<file path="src/rtl/isp_pkg.sv">
// Shared ISP definitions: pad-stage FSM states and pad mode encodings.
package isp_pkg;

  typedef enum logic [2:0] {
    StIdle = 3'd0,
    StTop  = 3'd1,
    StRowL = 3'd2,
    StRowD = 3'd3,
    StRowR = 3'd4,
    StBot  = 3'd5,
    StDone = 3'd6
  } padState_t;

  localparam logic PAD_ZERO  = 1'b0;
  localparam logic PAD_CONST = 1'b1;

endpackage

</file>
<file path="src/rtl/frame_border_pad.sv">
// Streams one raster frame and surrounds it with a B-pixel border of zero or
// constant pixels so a KxK window filter sees a full padded frame.
module frame_border_pad
  import isp_pkg::*;
#(
  parameter int unsigned WIDTH       = 320,
  parameter int unsigned HEIGHT      = 240,
  parameter int unsigned KERNEL_SIZE = 7,
  parameter int unsigned DATA_W      = 8,
  parameter int unsigned CHANNELS    = 3
) (
  input  logic                       clk,
  input  logic                       reset,
  input  logic                       iStart,
  input  logic                       iMode,
  input  logic [DATA_W-1:0]          iPadValue,
  input  logic                       iValid,
  output logic                       iReady,
  input  logic [DATA_W*CHANNELS-1:0] iData,
  output logic                       oValid,
  input  logic                       oReady,
  output logic [DATA_W*CHANNELS-1:0] oData,
  output logic                       oSof,
  output logic                       oEol,
  output logic                       oDone,
  output logic                       oBusy
);

  localparam int unsigned B  = (KERNEL_SIZE - 1) / 2;
  localparam int unsigned OW = WIDTH + 2 * B;
  localparam int unsigned OH = HEIGHT + 2 * B;
  localparam int unsigned XW = (OW > 1) ? $clog2(OW) : 1;
  localparam int unsigned YW = (OH > 1) ? $clog2(OH) : 1;
  localparam int unsigned PW = DATA_W * CHANNELS;

  // Column/row positions that end each FSM segment.
  localparam logic [XW-1:0] X_LAST    = XW'(OW - 1);
  localparam logic [XW-1:0] X_L_END   = XW'(B - 1);
  localparam logic [XW-1:0] X_D_END   = XW'(B + WIDTH - 1);
  localparam logic [YW-1:0] Y_LAST    = YW'(OH - 1);
  localparam logic [YW-1:0] Y_TOP_END = YW'(B - 1);
  localparam logic [YW-1:0] Y_D_END   = YW'(B + HEIGHT - 1);

  padState_t         stateQ, stateD;
  logic [XW-1:0]     xQ, xD;
  logic [YW-1:0]     yQ, yD;
  logic              modeQ, modeD;
  logic [DATA_W-1:0] padValueQ, padValueD;
  logic              oValidQ, oValidD;
  logic [PW-1:0]     oDataQ, oDataD;
  logic              oSofQ, oSofD;
  logic              oEolQ, oEolD;
  logic              oDoneQ, oDoneD;
  logic              busyQ, busyD;

  logic          load;
  logic          lastCol;
  logic          advance;
  logic [PW-1:0] padPix;

  assign load    = !oValidQ || oReady;
  assign lastCol = (xQ == X_LAST);
  assign padPix  = (modeQ == PAD_CONST) ? {CHANNELS{padValueQ}} : '0;
  assign iReady  = (stateQ == StRowD) && load;

  always_comb begin
    stateD    = stateQ;
    xD        = xQ;
    yD        = yQ;
    modeD     = modeQ;
    padValueD = padValueQ;
    oValidD   = oValidQ;
    oDataD    = oDataQ;
    oSofD     = oSofQ;
    oEolD     = oEolQ;
    oDoneD    = 1'b0;
    busyD     = busyQ;
    advance   = 1'b0;

    unique case (stateQ)
      StIdle: begin
        oValidD = 1'b0;
        oSofD   = 1'b0;
        oEolD   = 1'b0;
        if (iStart) begin
          modeD     = iMode;
          padValueD = iPadValue;
          busyD     = 1'b1;
          xD        = '0;
          yD        = '0;
          stateD    = (B == 0) ? StRowD : StTop;
        end
      end
      StTop: begin
        if (load) begin
          advance = 1'b1;
          oDataD  = padPix;
          if (lastCol && (yQ == Y_TOP_END)) stateD = StRowL;
        end
      end
      StRowL: begin
        if (load) begin
          advance = 1'b1;
          oDataD  = padPix;
          if (xQ == X_L_END) stateD = StRowD;
        end
      end
      StRowD: begin
        if (load) begin
          if (iValid) begin
            advance = 1'b1;
            oDataD  = iData;
            if (xQ == X_D_END) begin
              // Without a border the data row is the whole padded row.
              if (B == 0) stateD = (yQ == Y_LAST) ? StDone : StRowD;
              else        stateD = StRowR;
            end
          end else begin
            oValidD = 1'b0;
            oSofD   = 1'b0;
            oEolD   = 1'b0;
          end
        end
      end
      StRowR: begin
        if (load) begin
          advance = 1'b1;
          oDataD  = padPix;
          if (lastCol) stateD = (yQ == Y_D_END) ? StBot : StRowL;
        end
      end
      StBot: begin
        if (load) begin
          advance = 1'b1;
          oDataD  = padPix;
          if (lastCol && (yQ == Y_LAST)) stateD = StDone;
        end
      end
      StDone: begin
        // Wait for the final beat to leave the output register.
        if (load) begin
          oValidD = 1'b0;
          oSofD   = 1'b0;
          oEolD   = 1'b0;
          oDoneD  = 1'b1;
          busyD   = 1'b0;
          stateD  = StIdle;
        end
      end
      default: stateD = StIdle;
    endcase

    if (advance) begin
      oValidD = 1'b1;
      oSofD   = (xQ == '0) && (yQ == '0);
      oEolD   = lastCol;
      xD      = lastCol ? '0 : xQ + XW'(1);
      if (lastCol) yD = (yQ == Y_LAST) ? '0 : yQ + YW'(1);
    end
  end

  always_ff @(posedge clk or negedge reset) begin
    if (!reset) begin
      stateQ    <= StIdle;
      xQ        <= '0;
      yQ        <= '0;
      modeQ     <= PAD_ZERO;
      padValueQ <= '0;
      oValidQ   <= 1'b0;
      oDataQ    <= '0;
      oSofQ     <= 1'b0;
      oEolQ     <= 1'b0;
      oDoneQ    <= 1'b0;
      busyQ     <= 1'b0;
    end else begin
      stateQ    <= stateD;
      xQ        <= xD;
      yQ        <= yD;
      modeQ     <= modeD;
      padValueQ <= padValueD;
      oValidQ   <= oValidD;
      oDataQ    <= oDataD;
      oSofQ     <= oSofD;
      oEolQ     <= oEolD;
      oDoneQ    <= oDoneD;
      busyQ     <= busyD;
    end
  end

  assign oValid = oValidQ;
  assign oData  = oDataQ;
  assign oSof   = oSofQ;
  assign oEol   = oEolQ;
  assign oDone  = oDoneQ;
  assign oBusy  = busyQ;

endmodule
</file>
<file path="config.mk">
export PLATFORM = sky130hd
export DESIGN_NAME = frame_border_pad
export DESIGN_NICKNAME = d
export VERILOG_FILES = /design/src/rtl/isp_pkg.sv /design/src/rtl/frame_border_pad.sv
export SDC_FILE = /design/constraint.sdc
export NUM_CORES = 1
export LEC_CHECK = 0
export CORE_MARGIN = 3
export CORE_UTILIZATION = 52
export CTS_BUF_LIST = sky130_fd_sc_hd__clkbuf_4 sky130_fd_sc_hd__clkbuf_8
export CTS_CLUSTER_SIZE = 10
export DETAILED_ROUTE_END_ITERATION = 8
export PLACE_DENSITY_LB_ADDON = 0.15
export SYNTH_ARGS = -nofsm -noshare
export SYNTH_HDL_FRONTEND = slang
export SYNTH_SLANG_ARGS = --single-unit
</file>
<file path="constraint.sdc">
create_clock -name clk -period 2.75 [get_ports clk]
set_input_delay 0.275 -clock clk [delete_from_list [all_inputs] [get_ports clk]]
set_output_delay 0.275 -clock clk [all_outputs]
set_load 0.005 [all_outputs]
</file>
==> flow_summary.yaml <==
power_and_ir_drop:
  vdd_drop_max_uv: 616.6
  power.leakage_nw: 1.662
  p_per_area_nw_per_um2: 1012
clock_tree:
  ctsHoldBuffers: 1
  post_cts_resized: 0
  clkLatencyLatePin_ps: 340
  cts_tree: "done"
  root_buffer: "clkbuf_8"
  cts.path.max_buffers: 2
  postCtsSetupBuffers: 0
  cts_num_sinks: 58
  cts-buffers-inserted: 9
  path_clk_slew_ps: 70
  htree_levels: 3
floorplanning:
  num_rows: 26
  ioPinCount: 68
  die_area_um2: 6624
  start_util_pct: 55.73
  die_w_um: 81.39
  core_area_um2: 5303
  die_h_um: 81.39
synth:
  async_reset_ff_share_pct: 100.0
  netlist_top_cells_count: "dfrtp_1, o21ai_0, nand2_1"
  yosys.area.top_type: "dfrtp_1"
  synthXorXnorAreaFrac_pct: 0
  synth_top_family_by_area: "compound AO/OA/AOI/OAI gates"
  synth_most_common_cell: "dfrtp_1"
  synth_area_leaders: "dfrtp_1, o21ai_0, a22oi_1"
  synth_compound_gate_area_share_pct: 20.49
  syn_inst: 319
  avgSynthCellArea_um2: 9.264
  synthAdderAreaFrac_pct: 3.387
  synth_flop_cell: "dfrtp_1"
  synthesis.nets: 365
  yosys_register_bits: 58
  syn-cell-area_um2: 2955
  synth-simple-area-share_pct: 20.11
  synthMuxAreaShare_pct: 3.048
  ys_types: 41
  yosysSeqAreaShare_pct: 49.11
  synth_top_area_share_pct: 49.11
  synth_edf_count: 0
  ys.warnings.count: 0
global_routing:
  grt_pass1_vias: 2414
  grt_pass1_wl_mm: 11.72
  antenna_found_initial: 0
  grtUsageTotal_pct: 23.50
  grt_overflow: 0
  grt_start_max_net_pins: 51
sta:
  tightest_slew_ps: 764.4
  finalSetupTns_ps: 0
  slew_viol_final: 0
  max_slew_margin_pct: 48.65
  fin_crit_sh_pct: 79.78
  fmax_mhz: 455.8
  hold_slack_ps: 478.4
  min_period_ps: 2194
  rsz0062_at_grt: "false"
  final-hold-violation-count: 0
  report.final.setup_viol: 0
  skew_ps: 6.846
detailed_routing:
  ant_nets: 0
  drcViolationCount: 0
  detail_route.first_pass.iterations: 4
  totalWireLength_mm: 7.325
  via_per_inst: 5.682
  wl_per_cell_um: 15.72
  vias: 2648
  drt-initial-drc-count: 168
run_status:
  status: "finished, final reports clean"
placement:
  gp_congestion: 0.8493
  io_buffers: 67
  hpwl_mm: 5.212
worst_setup_path:
  critPathKind: "reg -> reg"
  cp_max_fo: 9
  arrival_ps: 2450
  critical_path_required_ps: 3000
  cp-end-kind: "flip-flop"
  rrSetupSlack_ps: 560
  crit_path_start_kind: "flip-flop"
job:
  maxCapViolations: 0
final_layout:
  area_delta_synth_final_pct: 33.87
  drive_gt1_share_pct: 10.86
  fin_nets: 437
  antenna_cells: 0
min_path:
  hp-class: "in -> async"
-- sequential cells by signal, summed over array words and instances (netlist names) --
name	flops
oData	24
xQ	9
padValueQ	8
yQ	8
stateQ	3
modeQ	1
oBusy	1
oDone	1
oEol	1
oSof	1
oValid	1
-- where the power goes --
group          internal [mW]  switching (mW)  total [mW]  leakage (nW)
registers               1.14           0.220        1.36         0.750
clock network          0.542           0.343       0.885         0.113
logic                  0.820           0.940        1.76         0.800
-- metrics by stage --
step / total power [mW] / std cells / instance area [µm²] / utilization [%] / worst slack [ps]
after floorplan: 2.382 / 319 / 2955 / - / 788.9
after global placement: 3.055 / 449 / 3724 / 70.22 / 638.0
after detailed placement: 3.124 / 449 / 3724 / 70.22 / 570.2
after CTS: 4.018 / 466 / 3956 / 74.61 / 585.3
after global routing: 4.299 / 466 / 3956 / 74.61 / 365.3
final: 4.002 / 466 / 3956 / 74.61 / 556.1
-- layer usage --
layer / vias to the layer above / wire length, µm / GRT usage [%]
met5: - / 0 / 0
met4: 0 / 97 / 9.628
met3: 9 / 354 / 4.324
met2: 69 / 3442 / 34.12
met1: 1285 / 3431 / 34.48
li1: 1285 / - / -
-- cells in the final DEF (no fill, tap or decap), types with 2 or more instances in the layout --
| cell | Yosys | final |
|---|---|---|
| a21oi_1 | 9 | 9 |
| ha_1 | 8 | 8 |
| inv_1 | 11 | 11 |
| bufinv_16 | 0 | 2 |
| clkbuf_8 | 0 | 10 |
| nor3b_1 | 2 | 2 |
| nand4_1 | 5 | 5 |
| mux2_2 | 8 | 8 |
| dfrtp_1 | 58 | 58 |
| clkinv_2 | 0 | 2 |
| nand2_1 | 46 | 46 |
| and3_1 | 7 | 7 |
| nand3_1 | 10 | 10 |
| nand2b_1 | 7 | 7 |
| or3_1 | 5 | 5 |
| a22oi_1 | 24 | 24 |
| nor2_1 | 14 | 14 |
| o31ai_1 | 2 | 2 |
| nor3_1 | 6 | 5 |
| clkdlybuf4s50_1 | 0 | 66 |
| buf_4 | 0 | 11 |
| o21ai_0 | 57 | 57 |
| nor2b_1 | 3 | 3 |
-- worst paths after layout --
path                           start        end  cells past startpoint
setup / recovery           stateQ[0]      yQ[2]                      6
hold / removal                 reset   oData[6]                      2
setup reg to reg           stateQ[0]      yQ[2]                      6
hold reg to reg            oData[23]  oData[23]                      2
max in group asynchronous      reset      xQ[1]                      3
min in group clk           oData[23]  oData[23]                      2
-- kinds of logic after synthesis --
logic type | Yosys count
AND/OR/NAND/NOR | 115
AO/OA/AOI/OAI | 101
flip-flops | 58
buffers and inverters | 29
multiplexers | 8
adder cells (fa/ha/maj) | 8
-- worst max-delay path, stage by stage (launching register included) --
cell and delay [ps]:
dfrtp_1 450, or3_1 460, and2_1 250, nand3_4 150, nor2b_1 510, o21ai_0 180, o21ai_0 110
-- final cells by class --
type / instances / area, µm²
Tap cell: 70 / 87.58
Clock inverter: 5 / 77.57
Fill cell: 403 / 1346
Timing Repair Buffer: 79 / 758.2
Clock buffer: 11 / 145.1
Multi-Input combinational cell: 232 / 1395
Sequential cell: 58 / 1451
Inverter: 11 / 41.29
Power figures use the tool's default switching activity.
